[config.mk]
export PLATFORM = sky130hd
export DESIGN_NAME = msdf_otf_converter_flat
export DESIGN_NICKNAME = d
export VERILOG_FILES = /design/src/rtl/msdf_pkg.sv /design/src/rtl/msdf_otf_converter_if.sv /design/src/rtl/msdf_otf_qqm.sv /design/src/rtl/msdf_otf_converter.sv /design/src/flat_wrapper.sv
export SDC_FILE = /design/constraint.sdc
export NUM_CORES = 1
export LEC_CHECK = 0
export CORE_MARGIN = 4
export CORE_UTILIZATION = 48
export DETAILED_ROUTE_END_ITERATION = 8
export PLACE_DENSITY = 0.67
export SLEW_MARGIN = 10
export SYNTH_ARGS = -nofsm -noshare
export SYNTH_HDL_FRONTEND = slang
export SYNTH_SLANG_ARGS = --single-unit
[constraint.sdc]
create_clock -name i_clk -period 3.5 [get_ports i_clk]
set_clock_uncertainty 0.1 [all_clocks]
set_input_delay 0.525 -clock i_clk [delete_from_list [all_inputs] [get_ports i_clk]]
set_output_delay 0.525 -clock i_clk [all_outputs]
set_load 0.02 [all_outputs]
[src/rtl/msdf_pkg.sv]
// Shared definitions for the MSD-first on-the-fly signed-digit converter:
// the signed-digit encoding on the write bus and the converter FSM state type.
package msdf_pkg;

   localparam int unsigned SD_WIDTH = 2;

   // Signed-digit encoding on the write bus
   localparam logic [SD_WIDTH-1:0] SD_POS  = 2'b10;   // +1
   localparam logic [SD_WIDTH-1:0] SD_NEG  = 2'b01;   // -1
   localparam logic [SD_WIDTH-1:0] SD_ZERO = 2'b00;   //  0
   localparam logic [SD_WIDTH-1:0] SD_ILL  = 2'b11;   // illegal, converted as 0

   typedef enum logic [1:0] {
      ST_IDLE    = 2'd0,
      ST_ACCUM   = 2'd1,
      ST_DISCARD = 2'd2
   } msdf_state_e;

endpackage

[src/rtl/msdf_otf_converter_if.sv]
// Digit write bus plus result handshake of the on-the-fly converter.
//   i_mbus_wen/wvalid/wlast/wdata : digit stream, MSD first
//   o_res_data/o_res_digits       : two's-complement result and its digit count
//   o_res_valid/i_res_ready       : result handshake
// slave = converter side, master = producer/consumer side.
interface msdf_otf_converter_if #(
   parameter int unsigned DATA_WIDTH = 2,
   parameter int unsigned MAX_DIGITS = 8,
   parameter int unsigned OUT_WIDTH  = MAX_DIGITS + 1
);
   localparam int unsigned CNT_WIDTH = $clog2(MAX_DIGITS + 1);

   logic                  i_mbus_wen;
   logic [DATA_WIDTH-1:0] i_mbus_wdata;
   logic                  i_mbus_wvalid;
   logic                  i_mbus_wlast;
   logic [OUT_WIDTH-1:0]  o_res_data;
   logic                  o_res_valid;
   logic                  i_res_ready;
   logic [CNT_WIDTH-1:0]  o_res_digits;

   modport slave (
      input  i_mbus_wen, i_mbus_wdata, i_mbus_wvalid, i_mbus_wlast, i_res_ready,
      output o_res_data, o_res_valid, o_res_digits
   );

   modport master (
      output i_mbus_wen, i_mbus_wdata, i_mbus_wvalid, i_mbus_wlast, i_res_ready,
      input  o_res_data, o_res_valid, o_res_digits
   );

endinterface

[src/rtl/msdf_otf_qqm.sv]
// On-the-fly Q/QM conversion registers (QM = Q - 1), one digit per load.
//   i_clk, i_rstn   : clock, synchronous active-low reset
//   i_load          : shift the digit i_digit into Q/QM
//   i_clr           : clear for a new stream (wins over i_load)
//   o_q_nxt_c       : Q including i_digit (low k bits valid after k digits)
//   o_q_neg_nxt_c   : sign of the value held by o_q_nxt_c
// Only the low k bits of Q/QM are meaningful after k digits; the sign of Q
// and QM is tracked in separate flops and updated with the same selection
// rule, so no carry-propagate adder is ever needed.
module msdf_otf_qqm
   import msdf_pkg::*;
#(
   parameter int unsigned MAX_DIGITS = 8
) (
   input  logic                  i_clk,
   input  logic                  i_rstn,
   input  logic                  i_load,
   input  logic                  i_clr,
   input  logic [SD_WIDTH-1:0]   i_digit,
   output logic [MAX_DIGITS-1:0] o_q_nxt_c,
   output logic                  o_q_neg_nxt_c
);

   logic [MAX_DIGITS-1:0] q_q, q_d, qm_q, qm_d;
   logic [MAX_DIGITS-1:0] q_sh, qm_sh;
   logic                  q_neg_q, q_neg_d, qm_neg_q, qm_neg_d;
   logic                  q_neg_sh, qm_neg_sh;

   // Digit selection: append to Q or QM depending on the digit value
   always_comb begin
      q_sh      = MAX_DIGITS'({q_q, 1'b0});
      qm_sh     = MAX_DIGITS'({qm_q, 1'b1});
      q_neg_sh  = q_neg_q;
      qm_neg_sh = qm_neg_q;
      unique case (i_digit)
         SD_POS: begin
            q_sh      = MAX_DIGITS'({q_q, 1'b1});
            qm_sh     = MAX_DIGITS'({q_q, 1'b0});
            qm_neg_sh = q_neg_q;
         end
         SD_NEG: begin
            q_sh     = MAX_DIGITS'({qm_q, 1'b1});
            qm_sh    = MAX_DIGITS'({qm_q, 1'b0});
            q_neg_sh = qm_neg_q;
         end
         SD_ZERO, SD_ILL: begin
         end
      endcase
   end

   // Register update; an empty stream has Q = 0 and QM = -1 (negative)
   always_comb begin
      q_d      = q_q;
      qm_d     = qm_q;
      q_neg_d  = q_neg_q;
      qm_neg_d = qm_neg_q;
      if (i_clr) begin
         q_d      = '0;
         qm_d     = '0;
         q_neg_d  = 1'b0;
         qm_neg_d = 1'b1;
      end else if (i_load) begin
         q_d      = q_sh;
         qm_d     = qm_sh;
         q_neg_d  = q_neg_sh;
         qm_neg_d = qm_neg_sh;
      end
   end

   always_ff @(posedge i_clk) begin
      if (!i_rstn) begin
         q_q      <= '0;
         qm_q     <= '0;
         q_neg_q  <= 1'b0;
         qm_neg_q <= 1'b1;
      end else begin
         q_q      <= q_d;
         qm_q     <= qm_d;
         q_neg_q  <= q_neg_d;
         qm_neg_q <= qm_neg_d;
      end
   end

   assign o_q_nxt_c     = q_sh;
   assign o_q_neg_nxt_c = q_neg_sh;

endmodule

[src/rtl/msdf_otf_converter.sv]
// MSD-first signed-digit to two's-complement converter.
//   i_clk, i_rstn   : clock, synchronous active-low reset
//   bus (slave)     : digit write bus in, result + handshake out
//   o_err_illegal   : sticky, an illegal digit was converted
//   o_err_trunc     : sticky, a stream exceeded MAX_DIGITS digits
//   o_err_overrun   : sticky, an unconsumed result was overwritten
// A result is presented one cycle after the finalizing digit, scaled by
// 2^(MAX_DIGITS-1).
module msdf_otf_converter
   import msdf_pkg::*;
#(
   parameter int unsigned DATA_WIDTH = 2,
   parameter int unsigned MAX_DIGITS = 8,
   parameter int unsigned OUT_WIDTH  = MAX_DIGITS + 1
) (
   input  logic                  i_clk,
   input  logic                  i_rstn,
   msdf_otf_converter_if.slave   bus,
   output logic                  o_err_illegal,
   output logic                  o_err_trunc,
   output logic                  o_err_overrun
);

   localparam int unsigned CNT_WIDTH = $clog2(MAX_DIGITS + 1);

   msdf_state_e           state_q, state_d;
   logic [CNT_WIDTH-1:0]  count_q, count_d, count_inc;
   logic [OUT_WIDTH-1:0]  res_data_q, res_data_d, res_ext, res_c;
   logic [CNT_WIDTH-1:0]  res_digits_q, res_digits_d;
   logic                  res_valid_q, res_valid_d;
   logic                  err_ill_q, err_ill_d;
   logic                  err_trunc_q, err_trunc_d;
   logic                  err_ovr_q, err_ovr_d;

   logic [SD_WIDTH-1:0]   digit;
   logic                  accept_c, at_max_c;
   logic                  load_c, fin_c, trunc_c;
   logic [MAX_DIGITS-1:0] q_nxt;
   logic                  q_neg_nxt;

   assign accept_c  = bus.i_mbus_wen && bus.i_mbus_wvalid;
   assign digit     = SD_WIDTH'(bus.i_mbus_wdata);
   assign count_inc = CNT_WIDTH'(count_q + 1'b1);
   assign at_max_c  = (count_inc == CNT_WIDTH'(MAX_DIGITS));

   // FSM state register
   always_ff @(posedge i_clk) begin
      if (!i_rstn) begin
         state_q <= ST_IDLE;
      end else begin
         state_q <= state_d;
      end
   end

   // FSM next state
   always_comb begin
      state_d = state_q;
      unique case (state_q)
         ST_IDLE, ST_ACCUM: begin
            if (accept_c) begin
               if (bus.i_mbus_wlast)  state_d = ST_IDLE;
               else if (at_max_c)     state_d = ST_DISCARD;
               else                   state_d = ST_ACCUM;
            end
         end
         ST_DISCARD: begin
            if (accept_c && bus.i_mbus_wlast) state_d = ST_IDLE;
         end
         default: state_d = ST_IDLE;
      endcase
   end

   // FSM outputs: load a digit, finalize, flag a truncating finalize
   always_comb begin
      load_c  = 1'b0;
      fin_c   = 1'b0;
      trunc_c = 1'b0;
      unique case (state_q)
         ST_IDLE, ST_ACCUM: begin
            if (accept_c) begin
               load_c  = 1'b1;
               fin_c   = bus.i_mbus_wlast || at_max_c;
               trunc_c = !bus.i_mbus_wlast && at_max_c;
            end
         end
         default: begin
         end
      endcase
   end

   msdf_otf_qqm #(
      .MAX_DIGITS (MAX_DIGITS)
   ) u_qqm (
      .i_clk         (i_clk),
      .i_rstn        (i_rstn),
      .i_load        (load_c),
      .i_clr         (fin_c),
      .i_digit       (digit),
      .o_q_nxt_c     (q_nxt),
      .o_q_neg_nxt_c (q_neg_nxt)
   );

   // Sign-extend the k valid Q bits, then align the MSD to weight 2^0
   always_comb begin
      res_ext = {q_neg_nxt, q_nxt};
      for (int unsigned i = 0; i < MAX_DIGITS; i++) begin
         if (i >= 32'(count_inc)) res_ext[i] = q_neg_nxt;
      end
      res_c = res_ext << (CNT_WIDTH'(MAX_DIGITS) - count_inc);
   end

   // Result, handshake, digit counter and sticky error next state
   always_comb begin
      res_data_d   = res_data_q;
      res_digits_d = res_digits_q;
      res_valid_d  = res_valid_q && !bus.i_res_ready;
      count_d      = count_q;
      err_ill_d    = err_ill_q || (load_c && (digit == SD_ILL));
      err_trunc_d  = err_trunc_q || trunc_c;
      err_ovr_d    = err_ovr_q || (fin_c && res_valid_q && !bus.i_res_ready);
      if (fin_c) begin
         res_data_d   = res_c;
         res_digits_d = count_inc;
         res_valid_d  = 1'b1;
         count_d      = '0;
      end else if (load_c) begin
         count_d = count_inc;
      end
   end

   always_ff @(posedge i_clk) begin
      if (!i_rstn) begin
         res_data_q   <= '0;
         res_digits_q <= '0;
         res_valid_q  <= 1'b0;
         count_q      <= '0;
         err_ill_q    <= 1'b0;
         err_trunc_q  <= 1'b0;
         err_ovr_q    <= 1'b0;
      end else begin
         res_data_q   <= res_data_d;
         res_digits_q <= res_digits_d;
         res_valid_q  <= res_valid_d;
         count_q      <= count_d;
         err_ill_q    <= err_ill_d;
         err_trunc_q  <= err_trunc_d;
         err_ovr_q    <= err_ovr_d;
      end
   end

   assign bus.o_res_data   = res_data_q;
   assign bus.o_res_digits = res_digits_q;
   assign bus.o_res_valid  = res_valid_q;
   assign o_err_illegal    = err_ill_q;
   assign o_err_trunc      = err_trunc_q;
   assign o_err_overrun    = err_ovr_q;

endmodule

[src/flat_wrapper.sv]
// flat-port wrapper written by rule: the top's interface ports become plain ports
module msdf_otf_converter_flat import msdf_pkg::*;
#(
   parameter int unsigned DATA_WIDTH = 2,
   parameter int unsigned MAX_DIGITS = 8,
   parameter int unsigned OUT_WIDTH  = MAX_DIGITS + 1
)
  (i_clk, i_rstn, o_err_illegal, o_err_trunc, o_err_overrun, bus_i_mbus_wen, bus_i_mbus_wdata, bus_i_mbus_wvalid, bus_i_mbus_wlast, bus_i_res_ready, bus_o_res_data, bus_o_res_valid, bus_o_res_digits);
  msdf_otf_converter_if #(.DATA_WIDTH(DATA_WIDTH), .MAX_DIGITS(MAX_DIGITS), .OUT_WIDTH(OUT_WIDTH)) bus_i ();
  input  logic i_clk;
  input  logic i_rstn;
  output logic o_err_illegal;
  output logic o_err_trunc;
  output logic o_err_overrun;
  input wire logic [$bits(bus_i.i_mbus_wen)-1:0] bus_i_mbus_wen;
  input wire logic [$bits(bus_i.i_mbus_wdata)-1:0] bus_i_mbus_wdata;
  input wire logic [$bits(bus_i.i_mbus_wvalid)-1:0] bus_i_mbus_wvalid;
  input wire logic [$bits(bus_i.i_mbus_wlast)-1:0] bus_i_mbus_wlast;
  input wire logic [$bits(bus_i.i_res_ready)-1:0] bus_i_res_ready;
  output wire logic [$bits(bus_i.o_res_data)-1:0] bus_o_res_data;
  output wire logic [$bits(bus_i.o_res_valid)-1:0] bus_o_res_valid;
  output wire logic [$bits(bus_i.o_res_digits)-1:0] bus_o_res_digits;
  assign bus_i.i_mbus_wen = bus_i_mbus_wen;
  assign bus_i.i_mbus_wdata = bus_i_mbus_wdata;
  assign bus_i.i_mbus_wvalid = bus_i_mbus_wvalid;
  assign bus_i.i_mbus_wlast = bus_i_mbus_wlast;
  assign bus_i.i_res_ready = bus_i_res_ready;
  assign bus_o_res_data = bus_i.o_res_data;
  assign bus_o_res_valid = bus_i.o_res_valid;
  assign bus_o_res_digits = bus_i.o_res_digits;
  msdf_otf_converter #(.DATA_WIDTH(DATA_WIDTH), .MAX_DIGITS(MAX_DIGITS), .OUT_WIDTH(OUT_WIDTH)) u_core (.i_clk(i_clk), .i_rstn(i_rstn), .bus(bus_i), .o_err_illegal(o_err_illegal), .o_err_trunc(o_err_trunc), .o_err_overrun(o_err_overrun));
endmodule
==> reports/summary.txt, run 1 <==
sequential fraction of the synthesis area -> 33.4%
Primary FF master, synth -> dfxtp_1
Mapped Area -> 0.00233 mm2
Comb power frac -> 16.7%
Worst-Skew Late Latency -> 0.29 ns
power per cell area -> 373 mW/mm2
final setup fails -> 0
routed wire length -> 5.52 mm
Yosys top cell area share -> 33.4%
DRT antenna net count -> 0
CP startpoint -> bus_i_mbus_wdata[0]
via count -> 2147
CP bufs+invs -> 2
Synth area leader -> dfxtp_1
Layout area overhead -> 16.5%
maximum clock rate -> 355 MHz
RSZ-0062 raised after global routing -> no
FP Rows -> 25
CP max-delay cell -> clkdlybuf4s50_1
share of synthesized area spent on multiplexers -> 4.82%
setup repair bufs after CTS -> 0
Post-CTS Resized -> 0
complex-gate fraction of the synthesized area -> 26.2%
status -> finished clean
Worst Path Arrival -> 2.93 ns
fin crit share -> 80.5%
Synth Instances -> 285
Crit path depth -> 9
CP cell instances -> clkdlybuf4s50_1 > inv_1 > ha_1 > nor2b_1 > a22oi_1 > o21a_1 > o31ai_1 > o21ai_1 > o32ai_2
synth cell count leaders -> 39 x dfxtp_1, 35 x nand2_1, 26 x nor2_1, 13 x a21oi_1, 13 x o21ai_0
Post-synth ARST share -> 0%
fin cells -> 372
Synth Area per Inst -> 8.19 um2
vias in the first global route -> 1899
reg2reg path depth -> 7
worst r2r src -> u_core.count_q[1]$_SDFFE_PP0P_
sw power -> 280 uW
via/cell ratio -> 5.77
max incr delay on CP -> 0.51 ns
Multi-input gate area -> 0.00142 mm2
Max VDD drop -> 0.258 mV
Setup crit end kind -> flip-flop
Routed wire per std cell -> 14.8 um
total power -> 1010 uW
hold depth -> 2
All-Layer GR Usage -> 18.8%
Hold Path Class -> reg -> reg
Worst Path Required -> 3.61 ns
post-cts hold buffer count -> 0
TritonCTS clock tree -> yes
DRT iter0 DRCs -> 202
kind of critical path -> in -> reg
hold path startpoint -> u_core.bus.o_res_digits[2]$_SDFFE_PN0P_
Setup TNS -> 0 ns
die area -> 0.00604 mm2
CP startpoint kind -> primary input
largest family of logic cells by synthesized area -> compound AO/OA/AOI/OAI gates
DP Wirelength -> 4.07 mm
layout cells sized above 1 -> 9.84%
hold path endpoint -> u_core.bus.o_res_digits[2]$_SDFFE_PN0P_
Seq. cell area -> 781 um2
global-route wire length before repair -> 9.24 mm
number of diodes -> 0
Die Y -> 77.7 um
internal power -> 734 uW
CTS Buf Count -> 5
xor/xnor share of the synthesized area -> 1.88%
Max-slew headroom -> 58.0%
Final Wtd Congestion -> 0.919
Final min period -> 2.82 ns
Clk pin slew, worst setup/hold paths -> 0.08 ns
top-count cell post-synth -> dfxtp_1
r2r endpoint -> u_core.bus.o_res_data[5]$_SDFFE_PN0P_
largest net degree at the start of global routing -> 27
Slew @ Worst Pin -> 0.629 ns
CTS Root Cell -> clkbuf_8
adder-cell share of the synthesized area -> 3.22%
detailed-router iteration count before antenna repair -> 4
H-tree level count -> 2
Max-Cap Viols -> 0
Initial Utilization -> 49.4%
Seq pwr share -> 46.0%
CTS Buffer Depth -> 2
pre-CTS setup slack -> 0.370 ns
Post-synth EDFFs -> 0
final number of max-transition violations -> 0
nets@finish -> 318
Sinks on Clock Net -> 39
Post-Route Utilization -> 57.6%
crit path max fanout -> 8
DRC errors left -> 0
I/O pin count -> 25
Synth Area in Simple Gates -> 24.8%
dominant cells by area after synthesis -> dfxtp_1 33%, nand2_1 5.6%, nor2_1 4.2%
Die X -> 77.7 um
Filler cells -> 453
Lkg Pwr -> 0.000911 uW
total grt overflow -> 0
initial antenna violation count -> 0
port bufs -> 24
Yosys cell types -> 60
Sw Share -> 27.6%
FF-to-FF setup slack -> 0.73 ns
syn nets -> 299
Cells after DPL -> 364
final worst-path setup slack -> 0.682 ns
core area -> 0.00472 mm2
CP top delay family -> compound AO/OA/AOI/OAI gates
Clk pwr share -> 37.3%
synth warn -> 0
synthesis-stage register bit count -> 39
Fin. Hold Viols -> 0
-- flip-flops by register name, indices dropped and copies added, names as in the netlist --
name / count
u_core.bus.o_res_digits: 4
u_core.count_q: 4
u_core.o_err_overrun: 1
u_core.o_err_trunc: 1
u_core.u_qqm.q_neg_q: 1
u_core.u_qqm.qm_q: 7
u_core.o_err_illegal: 1
u_core.u_qqm.qm_neg_q: 1
u_core.state_q: 2
u_core.u_qqm.q_q: 7
u_core.bus.o_res_valid: 1
u_core.bus.o_res_data: 9
-- worst max-delay path by stage --
stage | endpoint | slack [ns]
after floorplan | u_core.bus.o_res_data[8]$_SDFFE_PN0P_ | 0.87
after global placement | u_core.bus.o_res_data[8]$_SDFFE_PN0P_ | 0.45
after detailed placement | u_core.bus.o_res_data[8]$_SDFFE_PN0P_ | 0.37
after CTS | u_core.bus.o_res_data[8]$_SDFFE_PN0P_ | 0.67
after global routing | u_core.bus.o_res_data[8]$_SDFFE_PN0P_ | 0.47
final | u_core.bus.o_res_data[8]$_SDFFE_PN0P_ | 0.68
-- logic make-up after synthesis --
logic type | after synthesis
AO/OA/AOI/OAI | 85
XOR/XNOR | 5
adder cells (fa/ha/maj) | 6
buffers and inverters | 26
flip-flops | 39
multiplexers | 11
AND/OR/NAND/NOR | 113
-- per-stage QoR --
step	hold WS (ns)	instance area (um2)
final	0.352	2720
after global placement	0.337	2610
after detailed placement	0.341	2610
after CTS	0.358	2720
after global routing	0.376	2720
after floorplan	0.349	2330
-- power by group through the flow --
stage	clock network [uW]	registers, uW	logic (uW)
finish	378	467	169
global route	404	469	187
CTS	381	467	168
detailed placement	0	478	167
global placement	0	477	166
floorplan	0	478	119
-- worst min-delay path, stage by stage (launching register included) --
cell     delay [ns]
dfxtp_1        0.33
nand2_1        0.04
o21ai_0        0.05
-- metal layers --
layer	up-vias	wire length (um)	global-route usage (%)
li1	1079	-	-
met2	51	2480	28.4
met5	-	0	0
met1	1009	2740	26.8
met4	0	80	4.98
met3	8	217	3.94
-- cell usage in the layout, fill, tap and decap left out, types with 2 or more instances in the layout --
cell type / Yosys / final
mux2i_1: 9 / 9
xnor2_1: 5 / 5
o21ai_0: 13 / 13
nor3b_1: 3 / 3
nand3_1: 10 / 10
dfxtp_1: 39 / 39
ha_1: 6 / 6
a22o_1: 7 / 7
nor2_1: 26 / 26
clkdlybuf4s50_1: 0 / 24
o21a_1: 4 / 4
a21oi_1: 13 / 13
buf_4: 1 / 7
inv_1: 6 / 6
a22oi_1: 4 / 4
a31oi_1: 6 / 6
a211oi_1: 7 / 7
clkbuf_8: 1 / 5
or2_2: 3 / 3
mux2_2: 2 / 2
nor2b_1: 5 / 5
nor3_1: 10 / 10
a32oi_1: 2 / 2
nand4_1: 2 / 2
o31ai_1: 3 / 3
and2_1: 2 / 2
o22ai_1: 2 / 2
o21ai_1: 3 / 3
nand2_1: 35 / 35
nand2b_1: 4 / 4
o211ai_1: 7 / 7
nand3b_1: 3 / 3
-- cell type report --
| class | instances | share of cell area [%] |
|---|---|---|
| multi-input combinational | 220 | 52.3 |
| tap | 67 | 3.08 |
| clock buffer | 5 | 2.53 |
| inverter | 7 | 0.966 |
| clock inverter | 3 | 1.61 |
| timing repair buffer | 31 | 10.8 |
| sequential | 39 | 28.7 |
Power figures use the tool's default switching activity.
==> inputs of run 2 (changes only) <==
--- a/config.mk
+++ b/config.mk
@@ -8,7 +8,7 @@
 export CORE_MARGIN = 4
 export CORE_UTILIZATION = 48
 export DETAILED_ROUTE_END_ITERATION = 8
-export PLACE_DENSITY = 0.67
+export PLACE_DENSITY = 0.7
 export SLEW_MARGIN = 10
 export SYNTH_ARGS = -nofsm -noshare
 export SYNTH_HDL_FRONTEND = slang
==> constraint.sdc (replaced) <==
create_clock -name i_clk -period 2.4 [get_ports i_clk]
set_clock_uncertainty 0.1 [all_clocks]
set_input_delay 0.36 -clock i_clk [delete_from_list [all_inputs] [get_ports i_clk]]
set_output_delay 0.36 -clock i_clk [all_outputs]
set_load 0.02 [all_outputs]
==> run 2 against run 1 <==
Against the previous run: combinational power grew 85%; utilization grew 8.1 points; die area is the same; sequential power grew 46%; non-clock buffer count grew 37; clock-buffer cell count grew 1; global-route usage grew 0.79 points; power grew 61%; setup slack lost 0.55 ns; final area grew 14%; first-iteration DRC count shrank 30%; critical path depth shrank 2; largest cell class unchanged.
==> reports/summary.txt, run 2 (same netlist as run 1, synthesis figures left out) <==
CP bufs+invs -> 0
kind of critical path -> reg -> reg
Worst Path Arrival -> 2.37 ns
CTS Buffer Depth -> 2
power per cell area -> 528 mW/mm2
DP Wirelength -> 4.23 mm
final number of max-transition violations -> 0
CP top delay family -> simple AND/OR/NAND/NOR gates
final setup fails -> 0
Max-slew headroom -> 63.6%
detailed-router iteration count before antenna repair -> 4
DP Area -> 0.00286 mm2
port bufs -> 24
Setup crit end kind -> flip-flop
via count -> 2327
nets@finish -> 355
CP startpoint kind -> flip-flop
Final Wtd Congestion -> 0.873
Worst Hold Slack -> 0.354 ns
DRC errors left -> 0
Hold Path Class -> reg -> reg
post-cts hold buffer count -> 0
Max-Cap Viols -> 0
Largest register FFs -> 9
CP cell instances -> ha_2 > nand4b_1 > o2111a_1 > or4_4 > nor3_4 > o311ai_2 > o211ai_1
Sinks on Clock Net -> 39
DRT antenna net count -> 0
maximum clock rate -> 442 MHz
Worst-Skew Late Latency -> 0.29 ns
CTS Root Cell -> clkbuf_8
Die Y -> 77.7 um
max incr delay on CP -> 0.46 ns
Layout area overhead -> 32.9%
design area -> 0.00310 mm2
RSZ-0062 raised after global routing -> no
fin crit share -> 94.3%
Clk pin slew, worst setup/hold paths -> 0.08 ns
Worst Path Required -> 2.51 ns
TritonCTS clock tree -> yes
I/O pin count -> 25
crit path max fanout -> 8
number of diodes -> 0
commonest non-fill, non-tap cell in the layout -> buf_4
total power -> 1640 uW
via/cell ratio -> 5.69
FP Rows -> 25
initial antenna violation count -> 0
All-Layer GR Usage -> 19.6%
Fin. Hold Viols -> 0
CP max-delay cell -> or4_4
global-route wire length before repair -> 9.63 mm
Final min period -> 2.26 ns
Max VDD drop -> 0.346 mV
H-tree level count -> 2
routed wire length -> 5.63 mm
layout cells sized above 1 -> 22.5%
Routed wire per std cell -> 13.8 um
die area -> 0.00604 mm2
core area -> 0.00472 mm2
Slew @ Worst Pin -> 0.544 ns
vias in the first global route -> 2152
status -> finished clean
Die X -> 77.7 um
most frequent cells in the layout -> 43 x buf_4, 37 x dfxtp_1, 35 x nand2_1
CTS Buf Count -> 5
largest net degree at the start of global routing -> 27
Lkg Pwr -> 0.00112 uW
total grt overflow -> 0
DRT iter0 DRCs -> 142
Initial Utilization -> 49.4%
-- run 2: cell types whose count changed in the layout (fill, tap and decap cells not counted), sizes merged --
cell           before  now
buf                 7   44
clkdlybuf4s50      24   22
dlymetal6s2s        0    2
clkinv              3    1
bufinv              1    2
clkbuf              5    6
-- run 2: per-layer routing --
layer	share of wire (%)	wire length [um]	vias to the layer above	global-route usage (%)
met1	46	2590	1089	24.9
met3	4.6	260	12	3.60
met5	0	0	-	0
li1	-	-	1165	-
met2	47	2640	61	33.0
met4	2.3	129	0	6.76
-- run 2: power breakdown --
| group | switching (uW) | internal (uW) |
|---|---|---|
| Sequential | 17.2 | 664 |
| Combinational | 162 | 150 |
| Clock | 228 | 416 |
-- run 2: worst reg2reg max path, cell delays in order (launching register included) --
cell	delay [ns]
dfxtp_2	0.43
ha_2	0.31
nand4b_1	0.15
o2111a_1	0.16
or4_4	0.46
nor3_4	0.30
o311ai_2	0.16
o211ai_1	0.11
-- run 2: what timing repair did --
| item | CTS | global route |
|---|---|---|
| pin swaps | 4 | 5 |
| setup endpoints to repair | 7 | 6 |
| hold endpoints to repair | 0 | 0 |
| resized for setup | 6 | 10 |
| setup buffers | 2 | 4 |
-- run 2: area by class of cell --
type | count | area (um2)
Timing Repair Buffer | 68 | 588
Inverter | 7 | 26.3
Sequential cell | 39 | 786
Fill cell | 420 | 1620
Multi-Input combinational cell | 220 | 1490
Clock inverter | 2 | 60.1
Clock buffer | 6 | 72.6
Tap cell | 67 | 83.8
-- run 2: final timing paths --
kind | end | from | cells after the start | slack (ns)
max | u_core.bus.o_res_data[7]$_SDFFE_PN0P_ | u_core.count_q[1]$_SDFFE_PP0P_ | 7 | 0.14
min | u_core.bus.o_res_digits[0]$_SDFFE_PN0P_ | u_core.bus.o_res_digits[0]$_SDFFE_PN0P_ | 2 | 0.35
max reg2reg | u_core.bus.o_res_data[7]$_SDFFE_PN0P_ | u_core.count_q[1]$_SDFFE_PP0P_ | 7 | 0.14
min reg2reg | u_core.bus.o_res_digits[0]$_SDFFE_PN0P_ | u_core.bus.o_res_digits[0]$_SDFFE_PN0P_ | 2 | 0.35
-- run 2: stage by stage --
stage	cells	utilization (%)	TNS [ns]	setup WS, ns
2_1_floorplan	285	-	0	0.0557
3_3_place_gp	395	60.5	-2.52	-0.376
3_5_place_dp	395	60.5	-3.06	-0.450
4_1_cts	405	64.2	0	0.00273
5_1_grt	409	65.7	0	0.00280
6_report	409	65.7	0	0.137
==> inputs of run 3 (changes only) <==
--- a/config.mk
+++ b/config.mk
@@ -9,6 +9,7 @@
 export CORE_UTILIZATION = 48
 export DETAILED_ROUTE_END_ITERATION = 8
 export PLACE_DENSITY = 0.7
+export SKIP_CTS_REPAIR_TIMING = 1
 export SLEW_MARGIN = 10
 export SYNTH_ARGS = -nofsm -noshare
 export SYNTH_HDL_FRONTEND = slang
==> run 3 against run 2 <==
Against the previous run: final area fell by 0.24%; non-clock buffer count fell by 1; final cell count fell by 0.24%; die area did not move; clock-buffer cell count did not move; flip-flop and latch count did not move; register-to-register slack got worse by 0.02 ns; setup slack got worse by 0.020 ns.
==> reports/summary.txt, run 3 (same netlist as run 1, synthesis figures left out) <==
nets@finish -> 354
DRT antenna net count -> 0
routed wire length -> 5.61 mm
FP Rows -> 25
CTS Root Cell -> clkbuf_8
commonest non-fill, non-tap cell in the layout -> buf_4
initial antenna violation count -> 0
All-Layer GR Usage -> 19.4%
worst r2r src -> u_core.count_q[0]$_SDFFE_PP0P_
Setup TNS -> 0 ns
Worst Path Arrival -> 2.39 ns
maximum clock rate -> 438 MHz
total power -> 1630 uW
DRT iter0 DRCs -> 126
CP startpoint -> u_core.count_q[0]$_SDFFE_PP0P_
DP Area -> 0.00286 mm2
crit path max fanout -> 5
port bufs -> 24
most frequent cells in the layout -> 42 x buf_4, 37 x dfxtp_1, 35 x nand2_1
global-route wire length before repair -> 9.55 mm
layout cells sized above 1 -> 22.0%
total grt overflow -> 0
hold path startpoint -> u_core.bus.o_res_digits[0]$_SDFFE_PN0P_
Cells after DPL -> 395
final number of max-transition violations -> 0
via count -> 2305
kind of critical path -> reg -> reg
DRC errors left -> 0
Lkg Pwr -> 0.00111 uW
Routed wire per std cell -> 13.8 um
via/cell ratio -> 5.65
I/O pin count -> 25
power per cell area -> 527 mW/mm2
Worst Hold Slack -> 0.354 ns
Worst-Skew Late Latency -> 0.29 ns
die area -> 0.00604 mm2
Filler cells -> 422
vias in the first global route -> 2101
Worst Path Required -> 2.51 ns
Final Wtd Congestion -> 0.873
CP startpoint kind -> flip-flop
DP Wirelength -> 4.23 mm
Seq. cell area -> 786 um2
Max-slew headroom -> 63.0%
Largest register FFs -> 9
detailed-router iteration count before antenna repair -> 4
Final min period -> 2.28 ns
fin crit share -> 95.1%
status -> finished clean
Fin. Hold Viols -> 0
H-tree level count -> 2
CTS Buffer Depth -> 2
Die Y -> 77.7 um
Sinks on Clock Net -> 39
Setup crit end kind -> flip-flop
Die X -> 77.7 um
final setup fails -> 0
largest net degree at the start of global routing -> 27
fin cells -> 408
number of diodes -> 0
Slew @ Worst Pin -> 0.553 ns
CP cell instances -> inv_1 > ha_4 > mux2i_1 > o2111a_1 > or4_4 > nor3_4 > o311ai_2 > o211ai_1
Multi-input gate area -> 0.00149 mm2
design area -> 0.00310 mm2
Max VDD drop -> 0.344 mV
Hold Path Class -> reg -> reg
Layout area overhead -> 32.6%
Max-Cap Viols -> 0
Initial Utilization -> 49.4%
core area -> 0.00472 mm2
CTS Buf Count -> 5
max incr delay on CP -> 0.46 ns
CP max-delay cell -> or4_4
Clk pin slew, worst setup/hold paths -> 0.08 ns
TritonCTS clock tree -> yes
==> run 3: cell types whose count changed in the layout (fill, tap and decap cells not counted), sizes merged <==
cell	change
buf	-1
==> run 3: path summary, 6_finish.rpt <==
path,endpoint,slack (ns),cells after the start
setup / recovery,u_core.bus.o_res_data[7]$_SDFFE_PN0P_,0.12,8
hold / removal,u_core.bus.o_res_digits[0]$_SDFFE_PN0P_,0.35,2
setup reg to reg,u_core.bus.o_res_data[7]$_SDFFE_PN0P_,0.12,8
hold reg to reg,u_core.bus.o_res_digits[0]$_SDFFE_PN0P_,0.35,2
==> run 3: report_power, final <==
part | switching (uW) | internal, uW | leakage (uW)
logic | 162 | 147 | 0.000729
clock network | 228 | 416 | 0.0000654
registers | 16.6 | 664 | 0.000317
==> run 3: per-layer routing <==
metal | vias to the layer above | global-route usage (%) | part of all wire, % | wire [um]
met4 | 0 | 5.34 | 1.4 | 78
met2 | 41 | 33.2 | 48 | 2700
met3 | 8 | 3.60 | 3.8 | 213
li1 | 1157 | - | - | -
met5 | - | 0 | 0 | 0
met1 | 1099 | 24.9 | 47 | 2620
==> run 3: cell type report <==
cell class | instances | share of cell area (%)
Clock buffer | 6 | 2.34
Clock inverter | 2 | 1.94
Tap cell | 67 | 2.71
Inverter | 7 | 0.849
Timing Repair Buffer | 67 | 18.8
Multi-Input combinational cell | 220 | 48.0
Sequential cell | 39 | 25.4
==> run 3: worst max-delay path, delay by kind of cell, from the launching register on <==
kind	cells	cell delay, ns
DFF	1	0.36
adders and majority gates	1	0.29
muxes	1	0.08
buffers and inverters	1	0.08
and+or+nand+nor	2	0.76
AOI/OAI and AO/OA	3	0.53
==> run 3: per-stage QoR <==
| stage | utilization (%) | setup slack (ns) |
|---|---|---|
| 2_1_floorplan | - | 0.0557 |
| 3_3_place_gp | 60.5 | -0.376 |
| 3_5_place_dp | 60.5 | -0.450 |
| 4_1_cts | 63.3 | -0.143 |
| 5_1_grt | 65.5 | -0.00756 |
| 6_report | 65.5 | 0.117 |
